## src/rtl/car_motion_controller.sv

```systemverilog
// Car-side motion and door sequencer for a four-floor elevator.
// Times floor-to-floor travel and door dwell; sole owner of CurrentFloor.
module car_motion_controller #(
  parameter int unsigned TRAVEL_CYCLES = 8,
  parameter int unsigned DOOR_CYCLES   = 6
) (
  input  logic       clk,
  input  logic       reset,
  input  logic       UDRequest,
  input  logic       OCRequest,
  input  logic       NoStopRequest,
  input  logic       DoneDelay,
  input  logic       DoneNextStageDelay,
  output logic [1:0] CurrentFloor,
  output logic       UDIn,
  output logic       Delay,
  output logic       NextStageDelay,
  output logic       Stop,
  output logic       DoorOpen,
  output logic       Moving
);

  localparam logic [7:0] TravelLast = 8'(TRAVEL_CYCLES - 1);
  localparam logic [7:0] DoorLast   = 8'(DOOR_CYCLES - 1);
  localparam logic [7:0] NextLast   = 8'(4 * DOOR_CYCLES - 1);

  typedef enum logic [2:0] {
    StIdle,
    StTravel,
    StArrive,
    StDoor,
    StNext
  } state_e;

  state_e     state_q, state_d;
  logic [1:0] floor_q, floor_d;
  logic       ud_q, ud_d;
  logic [7:0] timer_q, timer_d;

  function automatic logic move_legal(logic up, logic [1:0] floor);
    return up ? (floor != 2'd3) : (floor != 2'd0);
  endfunction

  always_ff @(posedge clk or posedge reset) begin
    if (reset) begin
      state_q <= StIdle;
      floor_q <= 2'd0;
      ud_q    <= 1'b0;
      timer_q <= 8'd0;
    end else begin
      state_q <= state_d;
      floor_q <= floor_d;
      ud_q    <= ud_d;
      timer_q <= timer_d;
    end
  end

  // Timer defaults to zero so every state change clears it; staying states count.
  always_comb begin
    state_d = state_q;
    floor_d = floor_q;
    ud_d    = ud_q;
    timer_d = 8'd0;
    unique case (state_q)
      StIdle: begin
        if (NoStopRequest) begin
          ud_d    = UDRequest;
          state_d = move_legal(UDRequest, floor_q) ? StTravel : StArrive;
        end
      end
      StTravel: begin
        if (timer_q == TravelLast) begin
          floor_d = ud_q ? floor_q + 2'd1 : floor_q - 2'd1;
          state_d = StArrive;
        end else begin
          timer_d = timer_q + 8'd1;
        end
      end
      StArrive: begin
        // Acknowledge ignored on the first ARRIVE cycle (timer still zero).
        if (timer_q != 8'd0 && DoneDelay) begin
          if (OCRequest) begin
            state_d = StDoor;
          end else begin
            ud_d    = UDRequest;
            state_d = move_legal(UDRequest, floor_q) ? StTravel : StIdle;
          end
        end else begin
          timer_d = 8'd1;
        end
      end
      StDoor: begin
        if (timer_q == DoorLast) begin
          state_d = StNext;
        end else begin
          timer_d = timer_q + 8'd1;
        end
      end
      StNext: begin
        if ((timer_q != 8'd0 && DoneNextStageDelay) || timer_q == NextLast) begin
          state_d = StIdle;
        end else begin
          timer_d = timer_q + 8'd1;
        end
      end
      default: state_d = StIdle;
    endcase
  end

  assign CurrentFloor   = floor_q;
  assign UDIn           = ud_q;
  assign Stop           = (state_q == StIdle);
  assign Moving         = (state_q == StTravel);
  assign Delay          = (state_q == StArrive);
  assign DoorOpen       = (state_q == StDoor);
  assign NextStageDelay = (state_q == StNext);

endmodule
```

## config.mk

```make
export PLATFORM = sky130hd
export DESIGN_NAME = car_motion_controller
export DESIGN_NICKNAME = d
export VERILOG_FILES = /design/src/rtl/car_motion_controller.sv
export SDC_FILE = /design/constraint.sdc
export NUM_CORES = 1
export LEC_CHECK = 0
export ABC_AREA = 0
export CELL_PAD_IN_SITES_DETAIL_PLACEMENT = 0
export CELL_PAD_IN_SITES_GLOBAL_PLACEMENT = 1
export CORE_UTILIZATION = 35
export DETAILED_ROUTE_END_ITERATION = 6
export GPL_ROUTABILITY_DRIVEN = 0
export PLACE_DENSITY_LB_ADDON = 0.1
export SYNTH_ARGS = -nofsm -noshare
export SYNTH_HDL_FRONTEND = slang
export SYNTH_SLANG_ARGS = --single-unit
```

## constraint.sdc

```tcl
create_clock -name clk -period 1.9 [get_ports clk]
set_input_delay 0.38 -clock clk [delete_from_list [all_inputs] [get_ports clk]]
set_output_delay 0.38 -clock clk [all_outputs]
set_load 0.01 [all_outputs]
```

## Word level (Yosys, flattened, before mapping)

Index checks and enable logic that the tools add are counted.

- Register bits: 14
- Input bits: 7
- Output and inout bits: 8

- Add/sub/neg operators: 3
- Equality and inequality tests: 14
- Multiplexer cells: 20
- Reductions and logical operators: 10

Operators with widths:

| kind | count |
|---|---|
| 8-bit case mux with 4 select lines | 1 |
| 8-bit 2-to-1 mux | 3 |
| 8-bit by 3-bit equality test with 1-bit output, second input constant | 2 |
| 3-bit 2-to-1 mux | 5 |
| 3-bit case mux with 5 select lines | 1 |
| 8-bit by 1-bit adder with 8-bit output, second input constant | 1 |
| 8-bit by 5-bit equality test with 1-bit output, second input constant | 1 |
| 2-bit by 1-bit inequality test with 1-bit output, second input constant | 4 |
| 8-bit nonzero test | 1 |
| 3-bit by 2-bit equality test with 1-bit output, second input constant | 2 |
| 1-bit 2-to-1 mux | 6 |
| 2-bit 2-to-1 mux | 3 |
| 2-bit inequality test, second input constant | 3 |
| 5-bit AND reduction | 1 |
| 4-bit AND reduction | 1 |
| 2-bit nonzero test | 2 |
| 3-bit by 1-bit equality test with 1-bit output, second input constant | 1 |
| 3-bit equality test, second input constant | 1 |
| 3-bit zero test | 1 |
| 2-bit by 1-bit adder with 2-bit output, second input constant | 1 |
| 1-bit logical AND | 2 |
| 1-bit case mux with 2 select lines | 1 |
| 2-bit AND reduction | 1 |
| 2-bit by 1-bit subtractor with 2-bit output, second input constant | 1 |
| 1-bit logical OR | 1 |

## Longest topological paths before layout

Gate-level depths: netlist of the first run.

- Depth after elaboration: 6
- Gate-level depth with buffers: 6

## Worst setup path after synthesis of the first run

Ideal clock, no wire load.

- Path type: register to register
- Start point: register timer_q[5]
- End point: register state_q[1]
- Library setup time: 0.132 ns
- Data arrival time: 1.633 ns
- Required time: 1.768 ns
- Path slack: 0.135 ns
- Cell stages (with the launch flop): 5
- Cells stage by stage: dfrtp_1 or4_4 o41ai_4 o211a_4 a32oi_1

- Word-level cells in the longest chain between the ends: 5

Ends and longest elaborated chain:

| item | line | source |
|---|---|---|
| start: declaration | 38 | `logic [7:0] timer_q, timer_d;` |
| start signal: assignment | 54 | `timer_q <= timer_d;` |
| 8-bit nonzero test | 81, 100 |  |
| 1-bit logical AND | 100 | `if ((timer_q != 8'd0 && DoneNextStageDelay) \|\| timer_q == NextLast) begin` |
| 1-bit logical OR | 100 |  |
| 2-bit by 1-bit inequality test with 1-bit output (no line) | n/a |  |
| 5-bit AND reduction (no line) * | n/a |  |
| end signal: assignment | 46 | `state_q <= StIdle;` |
| end signal: assignment | 51 | `state_q <= state_d;` |
| end: declaration | 35 | `state_e state_q, state_d;` |

Every way passes the cells marked *; elsewhere a longest branch is shown, timed or not.
A chain may end at the register's enable or synchronous reset.

## Final worst setup path of the first run

- Start point: register timer_q[6]
- End point: register state_q[1]

Same word-level chain as after synthesis.

==> results of run 1 <==
## state kept, by name, indices dropped and copies added (netlist names)
register,count
state_q,3
CurrentFloor,2
timer_q,8
UDIn,1
## through the flow
| step | total power, mW | setup WS, ns | instance area [sq um] | instances |
|---|---|---|---|---|
| 6_report | 1.50 | 0.0406 | 1240 | 156 |
| 5_1_grt | 1.61 | -0.0181 | 1240 | 156 |
| 4_1_cts | 1.51 | 0.0234 | 1210 | 155 |
| 3_5_place_dp | 1.30 | 0.0302 | 1170 | 151 |
| 3_3_place_gp | 1.30 | 0.0557 | 1170 | 151 |
| 2_1_floorplan | 0.934 | 0.135 | 910 | 98 |
## report_power, final
group / internal, mW / total [mW] / switching, mW
clock: 0.117 / 0.228 / 0.112
combinational: 0.416 / 0.847 / 0.431
sequential: 0.365 / 0.430 / 0.0643
total: 0.898 / 1.50 / 0.607
## synth_stat cells (2+ instances only)
cell / number
xor2_1: 4
nand2_1: 9
inv_1: 9
a311o_1: 2
a21oi_1: 3
nand2b_1: 2
o41ai_1: 2
nor3_1: 3
nand3_1: 5
ha_1: 3
xnor2_1: 4
clkbuf_1: 4
nor2_1: 9
nor4_1: 2
nor2b_1: 3
dfrtp_1: 14
and3_1: 3
## how the worst max path moves through the flow
stage                                 startpoint                           to  cells after the start
after global routing        timer_q[6]$_DFF_PP0_       state_q[1]$_DFFE_PP0P_                      4
after CTS                 state_q[2]$_DFFE_PP0P_                       Moving                      3
final                       timer_q[6]$_DFF_PP0_       state_q[1]$_DFFE_PP0P_                      4
after global placement    state_q[2]$_DFFE_PP0P_                        Delay                      3
after detailed placement    timer_q[6]$_DFF_PP0_  CurrentFloor[1]$_DFFE_PP0P_                      5
after floorplan             timer_q[5]$_DFF_PP0_       state_q[1]$_DFFE_PP0P_                      4
## cell families (layout without fill, tap and decap cells)
logic type               count (synthesis)  after routing
multiplexers                             2              2
AND/OR/NAND/NOR                         40             40
XOR/XNOR                                 8              8
buffers and inverters                   13             41
AO/OA/AOI/OAI                           18             18
flip-flops                              14             14
adder cells (fa/ha/maj)                  3              3
## timing repair
item	in CTS	in global routing
hold buffers	0	0
buffers inserted	0	1
endpoints found under the setup margin	6	4
resized for setup	8	4
## cell usage in the layout (no fill, tap or decap), types with 2 or more instances in the layout
cell,n
dfrtp_1,14
buf_4,14
nor3_1,2
xor2_1,4
nand3_1,5
clkbuf_4,3
nand2b_1,2
nor2b_1,3
a311o_1,2
clkdlybuf4s50_1,9
xnor2_1,4
nor2_1,9
nor4_2,2
dlygate4sd2_1,4
a21oi_1,3
and3_1,3
nand2_1,9
inv_1,9
ha_1,3
## worst max-delay path, stage by stage, from the launching register on
cell and delay, ns:
dfrtp_1 0.43, or4_4 0.59, o41ai_4 0.34, o211a_4 0.27, a32oi_1 0.10
## routing by layer
metal	global-route usage [%]	routed length, microns	up-vias
li1	-	-	401
met1	25.2	1120	396
met2	25.1	981	12
met3	3.45	53	2
met4	6.58	17	0
met5	0	0	-
## final cells by class
type,instances,area share [%]
timing repair buffer,28,19.0
tap,30,3.03
inverter,9,2.73
sequential,14,28.3
multi-input combinational,71,44.0
clock buffer,4,2.93
==> flow_summary.json, run 1 <==
{
  "synth-async-reset-ratio_pct": 100,
  "drive_gt1_share_pct": 23.0,
  "drt.antenna.violating_nets": 0,
  "worst_setup_path_end_kind": "flip-flop",
  "leakagePower_nw": 0.574,
  "globalRouteTotalUtil_pct": 17.4,
  "synth-seq-cells": 14,
  "number_of_global_route_vias_before_repair": 769,
  "antenna_found_initial": 0,
  "clock_tree.htree_level_count": 1,
  "reg2reg_from": "timer_q[6]$_DFF_PP0_",
  "boundaryPins": 15,
  "final_max_slew_viol_count": 0,
  "avgSynthCellArea_sq_um": 9.28,
  "vdd.ir_drop.worst_v": 0.000690,
  "post_synth_instance_area_sq_um": 910,
  "start_util_pct": 36.7,
  "dominantRegCellSynth": "dfrtp_1",
  "max_freq_ghz": 0.538,
  "critPathMaxFanout": 8,
  "worstSetupPathType": "flip-flop to flip-flop",
  "routed_wirelength_microns": 2180,
  "root_buffer": "clkbuf_4",
  "start_kind": "flip-flop",
  "worst_reg2reg_setup_slack_ns": 0.04,
  "synth-xor-area-share_pct": 7.70,
  "grt_first_pass_wirelength_microns": 3470,
  "muxShareOfSynthArea_pct": 2.34,
  "num_vias": 811,
  "slew_headroom_pct": 61.2,
  "critical_path.reg2reg.endpoint": "state_q[1]$_DFFE_PP0P_",
  "min_period_ns": 1.86,
  "ys_seq_area_share_pct": 38.5,
  "post_synthesis_simple_gate_area_fraction_pct": 22.7,
  "cts.reportedPaths.clkPinSlew_ns": 0.10,
  "clkLatencyLatePin_ns": 0.29,
  "post-synth-top-area-fraction_pct": 38.5,
  "io_buffers": 14,
  "worst_ep_arrival_time_ns": 2.02,
  "rr_worst_depth": 4,
  "maximum_number_of_pins_on_one_net_before_global_route_repair": 15,
  "floorplan.die_area_sq_um": 2810,
  "slew_at_the_pin_closest_to_its_max_slew_limit_ns": 0.581,
  "drt-wirelength-per-cell_microns": 14.0,
  "fp.dieW_microns": 53.0,
  "worstHoldPathType": "input port to asynchronous set/reset pin",
  "yosysUniqueCellTypes": 34,
  "finalHoldViolCount": 0,
  "final_min_period_over_clock_period_pct": 97.9,
  "syn-instance-count": 98,
  "synth-edff-count": 0,
  "synth_area_leaders": "dfrtp_1 39%, ha_1 4.1%, xnor2_1 3.9%, xor2_1 3.9%, inv_1 3.7%",
  "tritoncts": "done",
  "detail_route.vias_per_cell": 5.20,
  "maxCapViolations": 0,
  "postLayoutCoreUtil_pct": 49.9,
  "drt_drc_violations_left": 0,
  "die-height_microns": 53.0,
  "yosys.area.top_type": "dfrtp_1",
  "synth_fp_nets": 108,
  "rows": 18,
  "outcome": "completed",
  "drt_iter0_markers": 8,
  "final-seq-area_sq_um": 350,
  "number_of_filler_instances_in_the_final_layout": 233,
  "cellPowerDensity_nw_per_um2": 1220,
  "required_ns": 2.06,
  "post_synth_fa_ha_maj_area_fraction_pct": 4.13,
  "cts_sinks": 14,
  "yosys_warnings": 0,
  "grt_overflow": 0,
  "setup-tns-final_ns": 0,
  "detailed_place_hpwl_microns": 1590,
  "core_region_area_sq_um": 2480,
  "first_pass_iters": 3,
  "final_net_count": 137,
  "cts_made_buffers": 3,
  "whs_ns": 0.435,
  "skew_ns": 0.0107,
  "largest_family_of_logic_cells_by_synthesized_area": "simple AND/OR/NAND/NOR gates",
  "rsz0062_at_grt": "true",
  "antenna_cells_inserted": 0,
  "clock_path_buffers": 2,
  "multi_input_combinational_cell_area_sq_um": 544,
  "syn_to_final_growth_pct": 36.0,
  "report.final.setup_viol": 0,
  "synth_compound_gate_area_share_pct": 19.3
}
No activity file was read; power rests on OpenSTA's default activity.
==> run 2, diff against run 1 <==
--- a/config.mk
+++ b/config.mk
@@ -12,6 +12,7 @@
 export DETAILED_ROUTE_END_ITERATION = 6
 export GPL_ROUTABILITY_DRIVEN = 0
 export PLACE_DENSITY_LB_ADDON = 0.1
+export SETUP_SLACK_MARGIN = 0.4
 export SYNTH_ARGS = -nofsm -noshare
 export SYNTH_HDL_FRONTEND = slang
 export SYNTH_SLANG_ARGS = --single-unit
==> run 2 against run 1 <==
- clock power barely moved
- final area grew 19%
- global-route usage increased by 2.8 points
- critical path type unchanged
- largest cell class unchanged
- largest power group unchanged
==> flow_summary.json, run 2 (synthesis results as in run 1) <==
{
  "outcome": "completed",
  "top_layer_used": "met4",
  "clkLatencyLatePin_ns": 0.29,
  "required_ns": 2.08,
  "fp.dieW_microns": 53.0,
  "worstHoldPathType": "input port to asynchronous set/reset pin",
  "power.clock.fraction_pct": 11.4,
  "number_of_filler_instances_in_the_final_layout": 219,
  "final_common_cell": "buf_4",
  "drt.antenna.violating_nets": 0,
  "tritoncts": "done",
  "largest_register_ffs": 8,
  "met3RoutedLength_microns": 66,
  "power_mw": 2.00,
  "globalRouteTotalUtil_pct": 20.2,
  "cts.reportedPaths.clkPinSlew_ns": 0.10,
  "hold_buffer_count_at_cts": 0,
  "drt-wirelength-per-cell_microns": 15.6,
  "worst_ep_arrival_time_ns": 2.02,
  "drt_iter0_markers": 16,
  "fin_cells": 171,
  "clock_tree.htree_level_count": 1,
  "first_pass_iters": 4,
  "pwr-share-seq_pct": 21.6,
  "top_register": "timer_q",
  "floorplan.die_area_sq_um": 2810,
  "p_int_mw": 1.19,
  "number_of_global_route_vias_before_repair": 872,
  "die-height_microns": 53.0,
  "cellPowerDensity_nw_per_um2": 1350,
  "netSwitchingPower_uw": 804,
  "preCtsSetupSlack_ns": 0.0790,
  "antenna_found_initial": 0,
  "start_util_pct": 36.7,
  "worst_setup_path_end_kind": "flip-flop",
  "critPathMaxFanout": 8,
  "final_max_slew_viol_count": 0,
  "root_buffer": "clkbuf_4",
  "drt_drc_violations_left": 0,
  "cts_sinks": 14,
  "clock_path_buffers": 2,
  "worst_slack_ns": 0.0537,
  "rows": 18,
  "vdd.ir_drop.worst_v": 0.00100,
  "routed_wirelength_microns": 2660,
  "most-common-layout-cells": "23 x buf_4, 14 x dfrtp_1, 9 x buf_6",
  "num_vias": 880,
  "drive_gt1_share_pct": 44.0,
  "report.final.setup_viol": 0,
  "p_comb_share_pct": 66.9,
  "grt_overflow": 0,
  "final_min_period_over_clock_period_pct": 97.2,
  "io_buffers": 14,
  "whs_ns": 0.426,
  "finalHoldViolCount": 0,
  "final_net_count": 152,
  "min_period_ns": 1.85,
  "max_freq_ghz": 0.542,
  "maxCapViolations": 0,
  "skew_ns": 0.00275,
  "slew_headroom_pct": 62.9,
  "worstSetupPathType": "flip-flop to flip-flop",
  "start_kind": "flip-flop",
  "boundaryPins": 15,
  "leakagePower_nw": 0.680,
  "syn_to_final_growth_pct": 62.2,
  "rsz0062_at_grt": "true",
  "grt_first_pass_wirelength_microns": 3970,
  "core_region_area_sq_um": 2480,
  "cts_made_buffers": 3,
  "slew_at_the_pin_closest_to_its_max_slew_limit_ns": 0.556,
  "detailed_place_hpwl_microns": 1670,
  "wirelength_met1_microns": 1310,
  "antenna_cells_inserted": 0,
  "power_switching_share_pct": 40.2,
  "dr_wl_met2_microns": 1230,
  "maximum_number_of_pins_on_one_net_before_global_route_repair": 15,
  "placed_cells": 150,
  "detail_route.vias_per_cell": 5.15
}
==> run 2: changes by cell type in the layout (fill, tap and decap cells not counted), sizes merged <==
cell,delta
buf,+20
clkbuf,-1
clkdlybuf4s50,-2
dlygate4sd2,-2
==> run 2: final timing paths <==
check	slack (ns)	start	endpoint	cells after the start
worst max-delay path	0.05	timer_q[5]$_DFF_PP0_	state_q[1]$_DFFE_PP0P_	4
worst min-delay path	0.43	reset	timer_q[3]$_DFF_PP0_	2
worst max register to register	0.05	timer_q[5]$_DFF_PP0_	state_q[1]$_DFFE_PP0P_	4
worst min register to register	0.57	CurrentFloor[0]$_DFFE_PP0P_	CurrentFloor[0]$_DFFE_PP0P_	1
max in group asynchronous	1.11	reset	timer_q[0]$_DFF_PP0_	2
min in group clk	0.57	CurrentFloor[0]$_DFFE_PP0P_	CurrentFloor[0]$_DFFE_PP0P_	1
==> run 2: what timing repair did <==
action	CTS	global route
gates resized for setup	40	22
setup endpoints to repair	22	20
buffers inserted	13	4
pin swaps	2	10
==> run 2: through the flow <==
| step | utilization [%] | setup TNS [ns] | area [sq um] |
|---|---|---|---|
| final | 59.5 | 0 | 1480 |
| after global routing | 59.5 | -0.000261 | 1480 |
| after CTS | 54.9 | 0 | 1360 |
| after detailed placement | 47.1 | 0 | 1170 |
| after global placement | 47.1 | 0 | 1170 |
| after floorplan | - | 0 | 915 |
==> run 2: cell type report <==
type,instances,area (sq um),share of cell area [%]
multi-input cells,71,633,42.9
well taps,30,37.5,2.54
clock buffers,4,36.3,2.46
repair buffers,43,372,25.2
inverters,9,46.3,3.14
flip-flops and latches,14,350,23.7
==> run 2: power by group through the flow <==
stage | Sequential [mW] | Clock [mW] | Combinational, mW
2_1_floorplan | 0.423 | 0 | 0.515
5_1_grt | 0.440 | 0.236 | 1.43
4_1_cts | 0.427 | 0.229 | 1.13
6_report | 0.432 | 0.228 | 1.34
3_3_place_gp | 0.437 | 0 | 0.859
3_5_place_dp | 0.438 | 0 | 0.859
==> run 2: critical path: stages, from the launching register on <==
cell	delay, ns
dfrtp_1	0.39
or4_4	0.62
o41ai_4	0.36
o211a_4	0.26
a32oi_1	0.10
==> run 2: per-layer routing <==
layer	track usage (%)	vias to the layer above
met4	9.65	0
met1	26.5	417
met5	0	-
met2	32.9	18
li1	-	438
met3	2.01	7
